$ cat src/rtl/arb_pkg.sv
// Shared types and helpers for the round-robin arbiter slice.
package arb_pkg;

   localparam int DEF_N        = 4;
   localparam int DEF_MAX_HOLD = 8;

   typedef enum logic {
      ST_IDLE  = 1'b0,
      ST_GRANT = 1'b1
   } state_t;

   typedef struct packed {
      logic       valid;
      logic [2:0] idx;
   } pick_t;

   // Scans from the highest rotated offset down so the entry nearest ptr is written last and wins.
   function automatic pick_t rr_find(input logic [7:0] req, input int ptr, input int n);
      pick_t p;
      int    i;
      p = '0;
      for (int k = 7; k >= 0; k--) begin
         if (k < n) begin
            i = ptr + k;
            if (i >= n) i = i - n;
            if (req[3'(i)]) begin
               p.valid = 1'b1;
               p.idx   = 3'(i);
            end
         end
      end
      return p;
   endfunction

endpackage

$ cat src/rtl/rr_tff_arbiter_if.sv
// Request/grant bundle between clients and the shared datapath arbiter.
interface rr_tff_arbiter_if
   import arb_pkg::*;
#(
   parameter int N  = DEF_N,
   parameter int PW = $clog2(N)
);
   logic [N-1:0]  req;
   logic [N-1:0]  gnt;
   logic [PW-1:0] gnt_id;
   logic          busy;
   logic          timeout;

   modport master (output req, input gnt, gnt_id, busy, timeout);
   modport slave  (input req, output gnt, gnt_id, busy, timeout);
endinterface

$ cat src/rtl/rr_tff_arbiter_rr_pick.sv
// Combinational rotate-and-find-first over the request vector.
module rr_pick
   import arb_pkg::*;
#(
   parameter int N  = DEF_N,
   parameter int PW = $clog2(N)
) (
   input  logic [N-1:0]  req,
   input  logic [PW-1:0] ptr,
   output logic          valid,
   output logic [PW-1:0] idx
);
   pick_t pick;

   always_comb begin
      pick  = rr_find(8'(req), int'(ptr), N);
      valid = pick.valid;
      idx   = pick.idx[PW-1:0];
   end
endmodule

$ cat src/rtl/rr_tff_arbiter.sv
// Round-robin owner arbiter for the shared T-FF datapath; gnt_id steers the datapath input mux.
//   state    | meaning
//   ST_IDLE  | no owner; arbitrate from ptr on any request
//   ST_GRANT | one owner holds the datapath until release or hold limit
module rr_tff_arbiter
   import arb_pkg::*;
#(
   parameter int N        = DEF_N,
   parameter int PW       = $clog2(N),
   parameter int MAX_HOLD = DEF_MAX_HOLD,
   parameter int CW       = $clog2(MAX_HOLD + 1)
) (
   input  logic           Clk,
   input  logic           rst,
   rr_tff_arbiter_if.slave bus
);
   state_t        state, state_nxt;
   logic [PW-1:0] ptr, ptr_nxt;
   logic [CW-1:0] hold_cnt, hold_nxt;
   logic [N-1:0]  gnt_q, gnt_nxt;
   logic [PW-1:0] id_q, id_nxt;
   logic          busy_q, busy_nxt;
   logic          to_q, to_nxt;
   logic          pick_valid;
   logic [PW-1:0] pick_idx;

   rr_pick #(.N(N), .PW(PW)) u_pick (
      .req   (bus.req),
      .ptr   (ptr),
      .valid (pick_valid),
      .idx   (pick_idx)
   );

   always_ff @(posedge Clk or negedge rst) begin
      if (!rst) begin
         state    <= ST_IDLE;
         ptr      <= '0;
         hold_cnt <= '0;
         gnt_q    <= '0;
         id_q     <= '0;
         busy_q   <= 1'b0;
         to_q     <= 1'b0;
      end else begin
         state    <= state_nxt;
         ptr      <= ptr_nxt;
         hold_cnt <= hold_nxt;
         gnt_q    <= gnt_nxt;
         id_q     <= id_nxt;
         busy_q   <= busy_nxt;
         to_q     <= to_nxt;
      end
   end

   always_comb begin
      state_nxt = state;
      ptr_nxt   = ptr;
      hold_nxt  = hold_cnt;
      gnt_nxt   = gnt_q;
      id_nxt    = id_q;
      busy_nxt  = busy_q;
      to_nxt    = 1'b0;
      case (state)
         ST_IDLE: begin
            if (pick_valid) begin
               state_nxt = ST_GRANT;
               gnt_nxt   = N'(1) << pick_idx;
               id_nxt    = pick_idx;
               busy_nxt  = 1'b1;
               hold_nxt  = CW'(1);
            end
         end
         ST_GRANT: begin
            // Any release returns to IDLE, which guarantees one gnt=0 settle cycle before the next owner.
            if (!bus.req[id_q] || hold_cnt == CW'(MAX_HOLD)) begin
               state_nxt = ST_IDLE;
               gnt_nxt   = '0;
               id_nxt    = '0;
               busy_nxt  = 1'b0;
               hold_nxt  = '0;
               ptr_nxt   = (id_q == PW'(N - 1)) ? '0 : id_q + PW'(1);
               to_nxt    = bus.req[id_q];
            end else begin
               hold_nxt = hold_cnt + CW'(1);
            end
         end
         default: state_nxt = ST_IDLE;
      endcase
   end

   assign bus.gnt     = gnt_q;
   assign bus.gnt_id  = id_q;
   assign bus.busy    = busy_q;
   assign bus.timeout = to_q;

   a_onehot: assert property (@(posedge Clk) disable iff (!rst) $onehot0(gnt_q));
   a_busy:   assert property (@(posedge Clk) disable iff (!rst) busy_q == |gnt_q);
   a_id:     assert property (@(posedge Clk) disable iff (!rst)
                              busy_q ? gnt_q[id_q] : (id_q == '0));
endmodule
$ cat src/flat_wrapper.sv
// flat-port wrapper written by rule: the top's interface ports become plain ports
module rr_tff_arbiter_flat import arb_pkg::*;
#(
   parameter int N        = DEF_N,
   parameter int PW       = $clog2(N),
   parameter int MAX_HOLD = DEF_MAX_HOLD,
   parameter int CW       = $clog2(MAX_HOLD + 1)
)
  (Clk, rst, bus_req, bus_gnt, bus_gnt_id, bus_busy, bus_timeout);
  rr_tff_arbiter_if #(.N(N), .PW(PW)) bus_i ();
  input  logic Clk;
  input  logic rst;
  input wire logic [$bits(bus_i.req)-1:0] bus_req;
  output wire logic [$bits(bus_i.gnt)-1:0] bus_gnt;
  output wire logic [$bits(bus_i.gnt_id)-1:0] bus_gnt_id;
  output wire logic [$bits(bus_i.busy)-1:0] bus_busy;
  output wire logic [$bits(bus_i.timeout)-1:0] bus_timeout;
  assign bus_i.req = bus_req;
  assign bus_gnt = bus_i.gnt;
  assign bus_gnt_id = bus_i.gnt_id;
  assign bus_busy = bus_i.busy;
  assign bus_timeout = bus_i.timeout;
  rr_tff_arbiter #(.N(N), .PW(PW), .MAX_HOLD(MAX_HOLD), .CW(CW)) u_core (.Clk(Clk), .rst(rst), .bus(bus_i));
endmodule
$ cat config.mk
export PLATFORM = sky130hd
export DESIGN_NAME = rr_tff_arbiter_flat
export DESIGN_NICKNAME = d
export VERILOG_FILES = /design/src/rtl/arb_pkg.sv /design/src/rtl/rr_tff_arbiter_if.sv /design/src/rtl/rr_tff_arbiter_rr_pick.sv /design/src/rtl/rr_tff_arbiter.sv /design/src/flat_wrapper.sv
export SDC_FILE = /design/constraint.sdc
export NUM_CORES = 1
export LEC_CHECK = 0
export BUFFER_PORTS_ARGS = -buffer_cell sky130_fd_sc_hd__clkbuf_2
export CORE_MARGIN = 5
export CORE_UTILIZATION = 55
export CTS_CLUSTER_SIZE = 25
export DETAILED_ROUTE_END_ITERATION = 8
export HOLD_SLACK_MARGIN = 0.15
export PLACE_DENSITY_LB_ADDON = 0.08
export SLEW_MARGIN = 30
export SYNTH_ARGS = -nofsm -noshare
export SYNTH_HDL_FRONTEND = slang
export SYNTH_SLANG_ARGS = --single-unit
$ cat constraint.sdc
create_clock -name Clk -period 2.81 [get_ports Clk]
set_clock_uncertainty 0.05 [all_clocks]
set_input_delay 0.1405 -clock Clk [delete_from_list [all_inputs] [get_ports Clk]]
set_output_delay 0.1405 -clock Clk [all_outputs]
set_load 0.1 [all_outputs]
==> flow_summary.toml <==
[timing]
hold_ws_ns = 0.249
setup_viol = 0
maxSlewHeadroom_pct = 63.8
period_minus_slack_ns = 2.11
max_freq_ghz = 0.474
finalMaxSlewViolations = 0
hold_viol_final = 0
rsz0062_at_grt = "false"
worstMarginPinSlew_ns = 0.546
min_period_over_period_pct = 75.1
tns_ns = 0
setup_slack_ns = 0.700

[placed_design]
routabilityCongestion = 0.813
dp.final_hpwl_mm = 1.57
dp_cells = 132
place_area_mm2 = 0.00105
port_buffers = 13
dp_slack_ns = 0.727

[yosys]
yosysWarnings = 0
synth.avg_cell_area_um2 = 10.2
synth_top_cell_by_area = "dfrtp_1"
synth_common_cells = "15 x dfrtp_1, 10 x nand2_1, 8 x nor2_1, 8 x o21ai_0, 7 x mux2i_1"
yosys_register_bits = 15
synth_most_common_cell = "dfrtp_1"
synth_flop_cell = "dfrtp_1"
synth-edff-count = 0
ys_async_sr_fraction_pct = 100
yosys.area.top_type_share_pct = 38.4
synthTopCellsByArea = "dfrtp_1 38%, mux2i_1 7.2%, ha_1 5.1%, o21ai_0 4.1%, nand2_1 3.8%"
synthCells = 96
ys_seq_area_share_pct = 38.4
synth_cell_type_count = 36
synth_area_um2 = 978
synth_fp_nets = 106

[global_routing]
antenna_found_initial = 0
grt_usage_pct = 18.2
gr-total-overflow = 0
grt_first_pass_wirelength_mm = 3.68
grt_pass1_vias = 814
grt_max_degree = 16

[floorplanning]
die_w_um = 52.2
dieArea_mm2 = 0.00272
die_h_um = 52.2
initial_core_util_pct = 57.3
io_pins = 14
std_cell_rows = 15
core_region_area_mm2 = 0.00171

[cts]
cts.path.max_buffers = 2
cts_tree = "done"
cts_buffers = 3
cts_num_sinks = 15
clkLatencyLatePin_ns = 0.28
cts.repair.resized = 0
cts_setup_buffers = 0
cts_root_buf = "clkbuf_4"
cts_hold_buf = 1
h-tree-depth = 1
cts.clk_slew.worst_paths_ns = 0.09

[final_layout]
fin_nets = 123
post-route-util_pct = 63.6
drive_above_1_share_pct = 24.1
post-route-cell-area_mm2 = 0.00109
fin_cells = 137
n_antenna_cell = 0
fill_cells = 153
area_growth_pct = 11.0

[routing]
wire_per_inst_um = 15.0
drc = 0
top_layer = "met4"
wl_met2_um = 957
vias_per_cell = 5.90
drtAntennaViolNets = 0
vias = 808
drt_iter0_drc = 15
wirelength_mm = 2.06
wl_met1_mm = 1.02
drt_pass1_iterations = 4
wl_met3_um = 74

[critical_path]
path_max_fanout = 9
critical_path_buf_inv_count = 0
critPathTopFamily = "compound AO/OA/AOI/OAI gates"
startpoint_type = "register"
worst_path_largest_cell_delay_ns = 0.50
slowest_stage = "dfrtp_1"
required_ns = 2.93
crit_type = "register to register"
critPathArrivalTime_ns = 2.23
cp-end-kind = "register"
crit_chain = "ha_1 -> mux2i_1 -> a21oi_1 -> a21bo_1 -> a32o_1 -> a32o_2"

[outcome]
status = "complete, no violations"

[pwr]
p_per_area_mw_per_mm2 = 1280
ir_worst_vdd_mv = 0.906
p_leak_nw = 0.522
p_total_mw = 1.39

[run]
maxCapViolations = 0

[worst_hold_path]
hold_class = "input pin to async pin"
## state kept, by name, indices dropped and copies added, names as in the netlist
name	count
u_core.bus.busy	1
u_core.bus.gnt	4
u_core.bus.gnt_id	2
u_core.bus.timeout	1
u_core.hold_cnt	4
u_core.ptr	2
u_core.state	1
## area by class of cell
cell class	count	area, um^2	share of cell area, %
Multi-Input combinational cell	73	551	50.7
Clock inverter	1	5.00	0.461
Tap cell	25	31.3	2.88
Sequential cell	15	375	34.6
Inverter	5	18.8	1.73
Clock buffer	3	22.5	2.07
Timing Repair Buffer	15	82.6	7.60
## cells in the final DEF (no fill, tap or decap), types with 2 or more instances in the layout
master,Yosys,layout
inv_1,5,5
nand3_1,2,2
a31oi_1,2,2
nor2_1,8,8
o21ai_0,8,8
a32o_2,2,2
dfrtp_1,15,15
a22o_1,2,2
nand2_1,10,10
clkbuf_2,0,13
ha_1,4,4
mux2i_1,7,7
clkbuf_4,0,3
o31ai_1,3,3
a21oi_1,3,3
## path summary, 6_finish.rpt
check	start	endpoint	slack [ns]	depth (start not counted)
max	u_core.ptr[1]$_DFFE_PN0P_	u_core.bus.gnt[1]$_DFFE_PN0P_	0.70	6
min	rst	u_core.bus.busy$_DFFE_PN0P_	0.25	2
max reg2reg	u_core.ptr[1]$_DFFE_PN0P_	u_core.bus.gnt[1]$_DFFE_PN0P_	0.70	6
min reg2reg	u_core.hold_cnt[3]$_DFFE_PN0P_	u_core.hold_cnt[3]$_DFFE_PN0P_	0.45	1
max in group asynchronous	rst	u_core.ptr[1]$_DFFE_PN0P_	2.18	2
min in group Clk	bus_req[0]	u_core.bus.gnt[2]$_DFFE_PN0P_	0.45	4
## metal layers
layer / global-route usage, % / vias to the layer above
met1: 25.5 / 391
met5: 0 / -
met2: 29.1 / 16
li1: - / 399
met3: 2.28 / 2
met4: 6.38 / 0
## kinds of logic (layout without fill, tap and decap cells)
group           Yosys count  count (layout)  share of synthesized area [%]
compound gates           30              30                           24.2
simple gates             29              29                           15.2
fa+ha+maj                 4               4                           5.12
flops                    15              15                           38.4
buf+inv                   8              24                           5.37
mux                      10              10                           11.8
## report_power, final
part           total, mW  internal (mW)  switching, mW
clock network      0.120         0.0528         0.0673
registers          0.374          0.291         0.0831
logic              0.894          0.287          0.607
total               1.39          0.630          0.758
Note: power is estimated with default switching activity, not from simulation.
